### config.mk
export PLATFORM = sky130hd
export DESIGN_NAME = scan_test_controller
export DESIGN_NICKNAME = d
export VERILOG_FILES = /design/src/rtl/scan_test_pkg.sv /design/src/rtl/sig_reg16.sv /design/src/rtl/scan_test_controller.sv
export SDC_FILE = /design/constraint.sdc
export NUM_CORES = 1
export LEC_CHECK = 0
export CAP_MARGIN = 20
export CORE_ASPECT_RATIO = 2
export CORE_MARGIN = 1.5
export CORE_UTILIZATION = 29
export CTS_CLUSTER_SIZE = 12
export DETAILED_ROUTE_END_ITERATION = 8
export DONT_BUFFER_PORTS = 1
export GPL_TIMING_DRIVEN = 0
export PLACE_DENSITY_LB_ADDON = 0.12
export SLEW_MARGIN = 20
export SYNTH_ARGS = -nofsm -noshare
export SYNTH_HDL_FRONTEND = slang
export SYNTH_SLANG_ARGS = --single-unit
### constraint.sdc
create_clock -name CK -period 2.2 [get_ports CK]
set_clock_uncertainty 0.2 [all_clocks]
set_input_delay 0.44 -clock CK [delete_from_list [all_inputs] [get_ports CK]]
set_output_delay 0.44 -clock CK [all_outputs]
set_load 0.01 [all_outputs]
### src/rtl/scan_test_pkg.sv
// Shared types and constants for the scan test controller.
// Polynomial taps, LFSR seed and FSM state encoding.
package scan_test_pkg;

  localparam int SIG_W = 16;

  // Feedback taps r[15], r[13], r[12], r[10]
  localparam logic [SIG_W-1:0] TAP_MASK  = 16'hB400;
  localparam logic [SIG_W-1:0] LFSR_SEED = 16'hACE1;

  typedef enum logic [2:0] {
    IDLE,
    SHIFT,
    CAPTURE,
    UNLOAD,
    DONE
  } state_t;

endpackage

### src/rtl/sig_reg16.sv
// 16-bit shift register with polynomial feedback and parallel data XOR.
// Serves as the pattern LFSR (data=0) and as the response MISR.
module sig_reg16
  import scan_test_pkg::*;
#(
  parameter logic [SIG_W-1:0] SEED = '0
) (
  input  logic             CK,
  input  logic             RST,
  input  logic             clear,
  input  logic             en,
  input  logic [SIG_W-1:0] data,
  output logic [SIG_W-1:0] r,
  output logic [SIG_W-1:0] nxt
);

  assign nxt = {r[SIG_W-2:0], ^(r & TAP_MASK)} ^ data;

  always_ff @(posedge CK or posedge RST) begin
    if (RST) begin
      r <= SEED;
    end else if (clear) begin
      r <= '0;
    end else if (en) begin
      r <= nxt;
    end
  end

endmodule

### src/rtl/scan_test_controller.sv
// Scan BIST controller: LFSR patterns shifted into a scan chain,
// responses compacted into a MISR and compared with a golden value.
module scan_test_controller
  import scan_test_pkg::*;
#(
  parameter int               CHAIN_LEN    = 21,
  parameter int               PI_W         = 3,
  parameter int               PO_W         = 6,
  parameter int               NUM_PATTERNS = 64,
  parameter logic [SIG_W-1:0] GOLDEN       = 16'h0000
) (
  input  logic             CK,
  input  logic             RST,
  input  logic             start,
  output logic [PI_W-1:0]  test_pi,
  output logic             scan_en,
  output logic             scan_in,
  input  logic             scan_out,
  input  logic [PO_W-1:0]  test_po,
  output logic             busy,
  output logic             done,
  output logic             pass,
  output logic [SIG_W-1:0] signature
);

  localparam int SW = $clog2(CHAIN_LEN + 1);
  localparam int PW = $clog2(NUM_PATTERNS + 1);
  localparam logic [SW-1:0] SHIFT_LAST = SW'(CHAIN_LEN - 1);
  localparam logic [PW-1:0] PAT_LAST   = PW'(NUM_PATTERNS - 1);

  state_t          state;
  logic [SW-1:0]   shift_cnt;
  logic [PW-1:0]   pat_cnt;
  logic            first_load;

  logic [SIG_W-1:0] lfsr;
  logic [SIG_W-1:0] lfsr_nxt;
  logic [SIG_W-1:0] misr_nxt;
  logic [SIG_W-1:0] misr_data;
  logic             lfsr_en;
  logic             misr_en;
  logic             misr_clr;
  logic             launch;
  logic             unused;

  assign launch   = start && (state == IDLE || state == DONE);
  assign lfsr_en  = (state == SHIFT);
  assign misr_clr = launch;
  assign misr_en  = (state == SHIFT && !first_load)
                 || state == CAPTURE
                 || state == UNLOAD;
  assign misr_data = (state == CAPTURE) ? SIG_W'(test_po)
                                        : SIG_W'(scan_out);
  assign unused = ^{lfsr[SIG_W-1:1], lfsr_nxt[SIG_W-1:PI_W]};

  sig_reg16 #(.SEED(LFSR_SEED)) u_lfsr (
    .CK    (CK),
    .RST   (RST),
    .clear (1'b0),
    .en    (lfsr_en),
    .data  ('0),
    .r     (lfsr),
    .nxt   (lfsr_nxt)
  );

  sig_reg16 #(.SEED('0)) u_misr (
    .CK    (CK),
    .RST   (RST),
    .clear (misr_clr),
    .en    (misr_en),
    .data  (misr_data),
    .r     (signature),
    .nxt   (misr_nxt)
  );

  // Outputs are registered, so each is loaded with the value
  // it must show during the state being entered.
  always_ff @(posedge CK or posedge RST) begin
    if (RST) begin
      state      <= IDLE;
      shift_cnt  <= '0;
      pat_cnt    <= '0;
      first_load <= 1'b0;
      test_pi    <= '0;
      scan_en    <= 1'b0;
      scan_in    <= 1'b0;
      busy       <= 1'b0;
      done       <= 1'b0;
      pass       <= 1'b0;
    end else begin
      unique case (state)
        IDLE, DONE: begin
          if (start) begin
            state      <= SHIFT;
            shift_cnt  <= '0;
            pat_cnt    <= '0;
            first_load <= 1'b1;
            done       <= 1'b0;
            pass       <= 1'b0;
            busy       <= 1'b1;
            scan_en    <= 1'b1;
            scan_in    <= lfsr[0];
          end
        end
        SHIFT: begin
          if (shift_cnt == SHIFT_LAST) begin
            state     <= CAPTURE;
            shift_cnt <= '0;
            scan_en   <= 1'b0;
            scan_in   <= 1'b0;
            test_pi   <= lfsr_nxt[PI_W-1:0];
          end else begin
            shift_cnt <= shift_cnt + 1'b1;
            scan_in   <= lfsr_nxt[0];
          end
        end
        CAPTURE: begin
          pat_cnt    <= pat_cnt + 1'b1;
          first_load <= 1'b0;
          scan_en    <= 1'b1;
          if (pat_cnt == PAT_LAST) begin
            state   <= UNLOAD;
            scan_in <= 1'b0;
          end else begin
            state   <= SHIFT;
            scan_in <= lfsr[0];
          end
        end
        UNLOAD: begin
          if (shift_cnt == SHIFT_LAST) begin
            state     <= DONE;
            shift_cnt <= '0;
            scan_en   <= 1'b0;
            busy      <= 1'b0;
            done      <= 1'b1;
            pass      <= (misr_nxt == GOLDEN);
          end else begin
            shift_cnt <= shift_cnt + 1'b1;
          end
        end
        default: state <= IDLE;
      endcase
    end
  end

endmodule
### Word-level counts from Yosys, hierarchy flattened

Cells that the tools add are included.

* muxes and demuxes: 27
* shifts and indexed selects: 0
* bitwise gates (word level): 1
* divide/modulo/power cells: 0
* magnitude comparators: 0
* equality and inequality tests: 10
* multiply operators: 0
* $add $sub $neg: 2
* reductions and logical operators: 25

Operators by type and width (count)
* $mux 16: 2
* $reduce_xor 16->1: 2
* $logic_not 16->1: 1
* $xor 16x6->16: 1
* $pmux 7 s2: 1
* $pmux 3 s4: 1
* $mux 5: 2
* $pmux 5 s2: 1
* $mux 3: 3
* $reduce_and 3->1: 3
* $mux 1: 8
* $pmux 1 s2: 4
* $reduce_and 2->1: 4
* $reduce_bool 2->1: 4
* $add 7x1->7 const B: 1
* $eq 7x6->1 const B: 1
* $mux 7: 1
* $eq 3x2->1 const B: 2
* $mux 6: 1
* $ne 2x1->1 const B: 3
* $pmux 1 s3: 2
* $reduce_bool 3->1: 2
* $add 5x1->5 const B: 1
* $eq 5x5->1 const B: 1
* 9 further kinds: 13

* register bits: 56
* bits in latches: 0
* bits of input ports: 10
* memories kept: 0
* bits in writable memories: 0
* output and inout bits: 24
* ROM bits: 0
* logic and storage cells: 77

### Logic depth before layout (Yosys ltp)

Gate-level depths: netlist of run 1.

* word-level depth: 6
* gate-level depth with buffers: 8
* gate-level depth less buffers: 7

### Cells and area by module

Synthesis of run 1 repeated with hierarchy kept, for this count alone.

* cells, all modules: 309
* area, all modules: 2925.3 um2

By module, submodules not included
* scan_test_controller: times used 1, seq. area each 600.6 um2, area an instance 1276.2 um2, cells an instance 129
* sig_reg16 (u_lfsr): times used 1, seq. area each 410.4 um2, area an instance 829.5 um2, cells an instance 90
* sig_reg16 (u_misr): times used 1, seq. area each 400.4 um2, area an instance 819.5 um2, cells an instance 90

### Worst setup path before layout of run 1

No wires, ideal clock.

* path type: reg-to-reg
* start: register state[2]
* end: register u_lfsr.r[2]
* data arrival time: 1471 ps
* path slack: 405 ps
* cell stages (with the launch flop): 6
* buffers on the path: 2
* data required time: 1875 ps
* clock period less this slack: 1795 ps
* setup time: 125 ps
* cells stage by stage: dfrtp_1 > buf_2 > nand2b_1 > nor2_2 > buf_4 > mux2_2

* word-level cells in the longest chain between the ends: 1

Ends and longest elaborated chain
* start: declaration: line scan_test_controller.sv:31 `state_t state;`
* start signal: assignment: line scan_test_controller.sv:80 `state <= IDLE;`
* start signal: assignment: line scan_test_controller.sv:94 `state <= SHIFT;`
* start signal: assignment: line scan_test_controller.sv:107 `state <= CAPTURE;`
* $eq 3x1->1: line scan_test_controller.sv:47 `assign lfsr_en = (state == SHIFT);`
* end signal: assignment: line sig_reg16.sv:25 `r <= nxt;`
* end: declaration: line sig_reg16.sv:13 `output logic [SIG_W-1:0] r,`

Every way passes these cells.
A chain may end at the register's enable or synchronous reset.

### Final worst setup path of run 1

* start: register state[0]
* end: register u_misr.r[7]

* word-level cells in the longest chain between the ends: 5
* elaborated cells between the ends (all ways): 12
* classes of those cells: eq/ne: 4; mux: 1; reduce/logical: 7

Ends and longest elaborated chain
* $eq 3x1->1: line scan_test_controller.sv:49 `assign misr_en = (state == SHIFT && !first_load)`
* $logic_and 1x1->1: line scan_test_controller.sv:49
* $logic_or 1x1->1: line scan_test_controller.sv:50 `|| state == CAPTURE`
* $logic_or 1x1->1: line scan_test_controller.sv:51 `|| state == UNLOAD;`
* $reduce_bool 2->1 (no source line)
* end signal: assignment: line sig_reg16.sv:25
* end: declaration: line sig_reg16.sv:13

Several ways; a longest one is shown, not always the timed one.

==> flow_summary.toml, run 1 <==
[placement]
dpl-instance-area_mm2 = 0.00277
place_hpwl_um = 4460
placed_cells = 353
pre_cts_ws_ns = -0.000676
io_buffers = 0
gp_congestion = 0.706

[yosys]
synth_top_family_by_area = "simple AND/OR/NAND/NOR gates"
synth-simple-area-share = 0.160
async_flop_share = 1.00
avgSynthCellArea_um2 = 10.4
synth-compound-area-share = 0.124
synth_adder_area_share = 0.0143
synth_top_area_cell = "dfrtp_1"
yosys.area_share.xor_xnor = 0.0536
syn_area_mm2 = 0.00262
synthMuxAreaShare = 0.0813
synth_cell_type_count = 39
synth-seq-area-share = 0.539
synth-edff-count = 0
synth_flop_cell = "dfrtp_1"
syn_nets = 265
yosys-top-cells-count = "nand2_1, dfrtp_1, o21ai_0"
yosys-top-cells-area = "dfrtp_1, dfstp_2, mux2_2"
yosysWarnings = 0
synthCells = 252
yosysMostFrequentCell = "nand2_1"
netlist.area_leader.share = 0.459
ys_ff_latch = 56

[worst_setup_path]
crit_required_ns = 2.21
cp_slowest_cell = "dfrtp_1"
crit_chain = "buf_2, nor2_1, nand2_1, and2_1, buf_2, buf_2, o21ai_0"
critPathMaxFanout = 10
startpoint_type = "register"
slowest_delay_ns = 0.36
critical_path_class = "reg -> reg"
cpMostUsedCell = "buf_2"
arrival_ns = 2.08
end_kind = "register"

[final_layout]
final_layout_size_suffix_gt1_frac = 0.183
areaGrowthSynthToFinish_pct = 12.4
final_util = 0.338
final-instance-count-excl-fill = 362
insertedDiodeCount = 0
fillers = 895
design_area_mm2 = 0.00294
nets = 274

[clocking]
insertion_delay_ns = 0.29
cts_tree = "built"
clk_pin_slew_ns = 0.07
htreeDepth = 2
post_cts_buffers = 0
numCtsBuffers = 5
max-clock-path-buffers = 2
cts_sinks = 56
cts-root-buf = "clkbuf_16"

[sta]
hold_slack_ns = 0.0365
max_freq_mhz = 483
finalSetupTns_ns = 0
worstMarginPinSlew_ns = 0.470
final_max_slew_viol_count = 0
rsz0062_at_grt = "true"
finalCritPeriodShare = 0.941
worst_slack_ns = 0.129
finalHoldViolations = 0
post-route-min-period_ns = 2.07
relSlewSlack = 0.687
finalSetupViolCount = 0

[drt]
num_vias = 1845
ant_nets = 0
firstDrtPassIters = 4
vias_per_cell = 5.10
drt_iter0_drc = 57
avgRoutedWirePerCell_um = 16.7
routed_wl_um = 6030
drc = 0

[floorplan]
die_h_um = 137
pin_count = 34
rows = 48
die_w_um = 70.2
core_area_mm2 = 0.00871
start_util = 0.300
fp.dieArea_mm2 = 0.00963

[run_status]
status = "finished clean"

[global_route]
grt_max_degree = 52
grt.overflow.total = 0
grt_pass1_vias = 1880
grt_pass1_wl_um = 10100
grtUsageTotal = 0.138
antenna_found_initial = 0

[pwr]
power_density_mw_per_mm2 = 1110
vdd_drop_max_uv = 661
p_leak_nw = 1.27
total_power_mw = 3.25

[min_path]
min_path_type = "in -> reg"

[flow_run]
cap_violations = 0
## cell usage in the layout (no fill, tap or decap), types with 2 or more instances in the layout
master	netlist	layout
xnor2_1	10	10
dfrtp_1	48	48
buf_2	6	6
o31ai_1	7	7
and3_1	2	2
ha_1	3	3
o211ai_1	2	2
nand2_1	50	50
nand3_1	7	6
nor4_1	2	2
xor2_1	6	6
nand4_1	2	2
nand2b_1	2	2
mux2_2	18	18
and2_1	2	2
a21oi_1	4	4
nor2b_1	2	2
a31oi_1	3	3
nor2_1	10	10
dfstp_2	8	8
clkbuf_16	0	5
clkbuf_1	1	2
o21ai_0	29	29
nor4bb_1	3	3
o21a_1	3	3
buf_4	2	2
o32ai_1	2	2
inv_1	5	4
## routing by layer
metal,vias to the layer above,routed length (um),track usage
met5,-,0,0
met4,0,112,0.0577
li1,891,-,-
met2,39,3410,0.263
met1,909,2220,0.141
met3,6,281,0.0322
## repair_timing
item,in CTS,in global routing
hold buffers,1,0
setup endpoints to repair,2,3
endpoints found under the hold margin,48,0
resized for setup,1,1
## final timing paths
kind	from	to	slack (ns)	depth (start not counted)
max	state[0]	u_misr.r[7]	0.13	7
min	start	state[2]	0.04	1
max reg2reg	state[0]	u_misr.r[7]	0.13	7
min reg2reg	pat_cnt[4]	pat_cnt[4]	0.28	1
max in group asynchronous	RST	u_lfsr.r[0]	0.98	3
min in group asynchronous	RST	pat_cnt[3]	0.31	2
## sequential cells by signal, indices dropped and copies added, names as in the netlist, 3 cells and up
register   count
u_misr.r      16
pat_cnt        7
state          3
u_lfsr.r      16
shift_cnt      5
test_pi        3
## final cells by class
| class | count | area, um^2 | area share |
|---|---|---|---|
| plain buffers | 10 | 52.6 | 0.0179 |
| clock buffers | 7 | 143 | 0.0485 |
| clock inverters | 1 | 7.51 | 0.00255 |
| inverters | 5 | 21.3 | 0.00723 |
| multi-input cells | 181 | 1140 | 0.389 |
| flip-flops and latches | 56 | 1410 | 0.480 |
| well taps | 100 | 125 | 0.0426 |
| repair buffers | 2 | 37.5 | 0.0128 |
## power by group
part / internal, mW / switching (mW)
clock network: 0.455 / 0.368
logic: 0.383 / 0.530
registers: 1.22 / 0.294
## cell families (layout without fill, tap and decap cells)
family | after synthesis | after routing
AO/OA/AOI/OAI | 55 | 55
AND/OR/NAND/NOR | 88 | 88
XOR/XNOR | 16 | 16
buffers and inverters | 15 | 25
flip-flops | 56 | 56
adder cells (fa/ha/maj) | 3 | 3
multiplexers | 19 | 19
## critical path, delay by kind of cell, from the launching register on
family,cells,cell delay (ns)
AOI/OAI and AO/OA,1,0.21
and+or+nand+nor,3,0.67
DFF,1,0.36
buffers and inverters,3,0.55
Power figures use the tool's default switching activity.
==> run 2, diff against run 1 <==
Settings changed: CORE_UTILIZATION 29 to 43.
==> flow_summary.toml, run 2 (synthesis gave the netlist of run 1 again) <==
[run_status]
status = "finished clean"

[placement]
placed_cells = 315
io_buffers = 0
gp_congestion = 0.722
place_hpwl_um = 3960

[clocking]
htreeDepth = 2
clk_pin_slew_ns = 0.07
cts_tree = "built"
cts-root-buf = "clkbuf_16"
numCtsBuffers = 5
insertion_delay_ns = 0.29
max-clock-path-buffers = 2
cts_sinks = 56

[floorplan]
rows = 40
fp.dieArea_mm2 = 0.00659
core_area_mm2 = 0.00596
start_util = 0.439
die_w_um = 58.2
die_h_um = 113
pin_count = 34

[worst_setup_path]
r2r_end = "u_lfsr.r[8]"
cp-startpoint = "state[1]"
r2r_slack_ns = 0.19
critical_path_class = "reg -> reg"
worst_r2r_path_depth = 4
startpoint_type = "register"
cp-endpoint = "u_lfsr.r[8]"
crit_required_ns = 2.18
reg2reg_from = "state[1]"
critPathMaxFanout = 10
end_kind = "register"
arrival_ns = 1.99

[pwr]
power_density_mw_per_mm2 = 1120
vdd_drop_max_uv = 562
total_power_mw = 3.21
p_leak_nw = 1.26

[drt]
firstDrtPassIters = 4
drt_iter0_drc = 50
num_vias = 1852
ant_nets = 0
avgRoutedWirePerCell_um = 16.8
vias_per_cell = 5.72
routed_wl_um = 5450
drc = 0

[global_route]
grt_pass1_wl_um = 9300
grtUsageTotal = 0.187
met3_usage = 0.0469
antenna_found_initial = 0
grt_pass1_vias = 1927
met2_usage = 0.340
grt_busiest_layer = "met2"
grt.overflow.total = 0
grt_max_degree = 57
gr-usage-met1 = 0.195

[final_layout]
reg.largest.list = "u_lfsr.r: 16 flops, u_misr.r: 16 flops, pat_cnt: 7 flops"
areaGrowthSynthToFinish_pct = 9.42
final-instance-count-excl-fill = 324
final_cell_mix = "nand2_1, dfrtp_1, o21ai_0"
final_layout_size_suffix_gt1_frac = 0.184
final_common_cell = "nand2_1"
insertedDiodeCount = 0
nets = 273
final_util = 0.481

[sta]
finalSetupViolCount = 0
finalHoldViolations = 0
max_freq_mhz = 497
finalCritPeriodShare = 0.914
worstMarginPinSlew_ns = 0.695
finalSetupTns_ns = 0
final_max_slew_viol_count = 0
post-route-min-period_ns = 2.01
rsz0062_at_grt = "false"
relSlewSlack = 0.537

[min_path]
min_path_type = "in -> reg"

[flow_run]
cap_violations = 0
## run 2: cell count changes in the layout (fill, tap and decap cells not counted)
cell,before,now
buf_16,1,0
clkbuf_1,2,1
clkbuf_8,1,0
clkinv_2,0,1
inv_6,0,1
## run 2: power by group
group | internal [mW] | leakage, nW | switching (mW) | total, mW
sequential | 1.22 | 0.725 | 0.292 | 1.51
clock | 0.425 | 0.0702 | 0.372 | 0.797
combinational | 0.377 | 0.467 | 0.518 | 0.895
## run 2: through the flow
step                cell area, um^2  hold slack [ns]  worst slack [ns]
floorplan                      2620            0.245             0.202
global placement               2700            0.259            -0.489
detailed placement             2700            0.269            0.0755
CTS                            2850           0.0286            0.0661
global route                   2860           0.0502           0.00748
finish                         2860           0.0343             0.189
## run 2: worst min path at each step
| stage | startpoint | to | slack [ns] | depth (start not counted) |
|---|---|---|---|---|
| floorplan | pat_cnt[4] | pat_cnt[4] | 0.24 | 1 |
| global placement | first_load | first_load | 0.26 | 2 |
| detailed placement | RST | pat_cnt[3] | 0.27 | 1 |
| CTS | start | state[2] | 0.03 | 1 |
| global route | start | state[2] | 0.05 | 1 |
| finish | start | state[2] | 0.03 | 1 |
## run 2: repair_timing
item | in CTS | in global routing
gates resized for setup | 0 | 2
endpoints found under the setup margin | 0 | 13
buffers inserted | 0 | 0
hold endpoints to repair | 48 | 0
hold buffers | 1 | 0
## run 2: critical path: stages, from the launching register on
cell	delay, ns
dfrtp_1	0.44
buf_1	0.27
nor2_2	0.39
buf_4	0.26
mux2_2	0.34
## run 2: per-layer routing
metal | up-vias | wire (um)
li1 | 895 | -
met3 | 9 | 234
met2 | 32 | 3090
met4 | 0 | 117
met5 | - | 0
met1 | 916 | 2020
## run 2: cell type report
| type | count | area, um^2 |
|---|---|---|
| Sequential cell | 56 | 1410 |
| Buffer | 10 | 52.6 |
| Clock buffer | 5 | 125 |
| Fill cell | 553 | 3090 |
| Timing Repair Buffer | 1 | 10.0 |
| Tap cell | 63 | 78.8 |
| Clock inverter | 3 | 21.3 |
| Multi-Input combinational cell | 181 | 1140 |
| Inverter | 5 | 21.3 |
==> run 3, diff against run 2 <==
Settings changed: BUFFER_PORTS_ARGS set to -buffer_cell sky130_fd_sc_hd__buf_2, DONT_BUFFER_PORTS 1 to unset, SYNTH_HIERARCHICAL set to 1.
==> flow_summary.toml, run 3 <==
[run_status]
status = "finished clean"

[yosys]
synth_flop_cell = "dfrtp_1"
yosys-top-cells-area = "dfrtp_1, xor2_1, nor2_1"
yosysMostFrequentCell = "nor2_1"
synth_top_area_cell = "dfrtp_1"
yosysWarnings = 6
synth-seq-area-share = 0.482
syn_area_mm2 = 0.00293
ys_ff_latch = 56
synth-edff-count = 0
async_flop_share = 1.00
synthCells = 309
synth_cell_type_count = 49
netlist.area_leader.share = 0.411
avgSynthCellArea_um2 = 9.47
yosys-top-cells-count = "nor2_1, dfrtp_1, xor2_1"

[clocking]
insertion_delay_ns = 0.29
htreeDepth = 2
numCtsBuffers = 5
cts_tree = "built"
cts-root-buf = "clkbuf_16"
cts_sinks = 56
clk_pin_slew_ns = 0.07
max-clock-path-buffers = 2
cts-hold-fix-buffers = 0

[final_layout]
areaGrowthSynthToFinish_pct = 20.7
reg.largest.list = "u_lfsr/r: 16 flops, u_misr/r: 16 flops, pat_cnt: 7 flops"
final_cell_mix = "nor2_1, dfrtp_1, buf_2"
final_common_cell = "nor2_1"
final_util = 0.533
final_layout_size_suffix_gt1_frac = 0.195
nets = 392
final-instance-count-excl-fill = 468
insertedDiodeCount = 0

[placement]
place_hpwl_um = 4670
io_buffers = 33
pre_cts_ws_ns = -0.375
gp_congestion = 0.806
placed_cells = 456

[flow_run]
cap_violations = 0

[global_route]
grt_pass1_vias = 2367
grt_max_degree = 25
grt.overflow.total = 0
grtUsageTotal = 0.199
antenna_found_initial = 0
grt_pass1_wl_um = 11000

[worst_setup_path]
r2r_end = "pass"
reg2reg_from = "state[1]"
cp_slowest_cell = "dfrtp_1"
crit_required_ns = 2.22
critPathMaxFanout = 10
cpMostUsedCell = "buf_6"
worst_r2r_path_depth = 9
arrival_ns = 2.15
cp-endpoint = "pass"
crit_chain = "buf_6, nor3b_4, buf_6, buf_4, and2_1, xor2_1, nor4_1, nand4_1, mux2i_1"
slowest_delay_ns = 0.39
cp-startpoint = "state[1]"
critical_path_class = "reg -> reg"
end_kind = "register"
startpoint_type = "register"
r2r_slack_ns = 0.06

[drt]
routed_wl_um = 6360
top_layer = "met4"
dr_wl_met3_um = 240
vias_per_cell = 4.93
wl_met2_um = 3510
firstDrtPassIters = 4
avgRoutedWirePerCell_um = 13.6
num_vias = 2308
drt_iter0_drc = 90
drt-met1-wl_um = 2470
drc = 0
ant_nets = 0

[pwr]
p_leak_nw = 1.79
vdd_drop_max_uv = 648
total_power_mw = 3.16
power_density_mw_per_mm2 = 895

[floorplan]
die_h_um = 120
die_w_um = 61.3
fp.dieArea_mm2 = 0.00734
rows = 42
core_area_mm2 = 0.00662
pin_count = 34
start_util = 0.442

[sta]
finalHoldViolations = 0
finalSetupTns_ns = 0
finalCritPeriodShare = 0.971
relSlewSlack = 0.380
worst_slack_ns = 0.0631
post-route-min-period_ns = 2.14
rsz0062_at_grt = "true"
finalSetupViolCount = 0
final_max_slew_viol_count = 0
max_freq_mhz = 468
worstMarginPinSlew_ns = 0.929

[min_path]
min_path_type = "in -> async"
## run 3: changes by cell type after synthesis, sizes merged, moves of 7 or more
| cell | before | now |
|---|---|---|
| nor3 | 2 | 31 |
| nor2 | 11 | 64 |
| o21ai | 31 | 5 |
| xor2 | 6 | 33 |
| nand2 | 50 | 13 |
| clkbuf | 1 | 8 |
| mux2 | 18 | 4 |
| xnor2 | 10 | 2 |
## run 3: through the flow
step	area [um^2]	hold WS, ns
floorplan	3030	0.148
global placement	3300	0.260
detailed placement	3300	0.266
CTS	3460	0.0611
global route	3530	0.101
finish	3530	0.0403
## run 3: critical path, delay by kind of cell, from the launching register on
| kind | cells | cell delay (ns) |
|---|---|---|
| buf+inv | 3 | 0.41 |
| simple gates | 4 | 0.75 |
| xor+xnor | 1 | 0.16 |
| flops | 1 | 0.39 |
| mux | 1 | 0.14 |
## run 3: what timing repair did
| item | 4_1_cts | 5_1_grt |
|---|---|---|
| resized for setup | 11 | 12 |
| setup buffers | 0 | 6 |
| pin swaps | 2 | 7 |
| setup endpoints to repair | 23 | 13 |
## run 3: cell families after synthesis
kind of cell,after synthesis,synth area share
other cells,1,0.00128
simple gates,150,0.249
fa+ha+maj,3,0.0128
xor+xnor,37,0.120
flops,56,0.482
compound gates,23,0.0539
mux,9,0.0325
buf+inv,30,0.0475
## run 3: how the worst min path moves through the flow
stage | from | to | slack (ns) | cells after the start
floorplan | RST | u_lfsr/r[12] | 0.15 | 1
global route | RST | u_lfsr/r[8] | 0.10 | 2
global placement | done | done | 0.26 | 1
CTS | RST | u_lfsr/r[14] | 0.06 | 2
finish | RST | u_lfsr/r[14] | 0.04 | 2
detailed placement | done | done | 0.27 | 1
## run 3: power by group
| group | leakage (nW) | total [mW] | internal (mW) | switching [mW] |
|---|---|---|---|---|
| clock | 0.0679 | 0.773 | 0.422 | 0.351 |
| combinational | 1.08 | 0.935 | 0.432 | 0.503 |
| sequential | 0.645 | 1.45 | 1.26 | 0.198 |
## run 3: area by class of cell
class	instances	area, um^2
buffer	15	101
timing repair buffer	39	215
clock buffer	7	133
multi-input combinational	249	1500
sequential	56	1410
tap	88	110
fill	664	3090
clock inverter	1	5.00
inverter	13	57.6
## run 3: per-layer routing
layer / vias up / global-route usage
met1: 1111 / 0.219
met3: 8 / 0.0377
met4: 0 / 0.0815
met2: 42 / 0.351
li1: 1147 / -
met5: - / 0
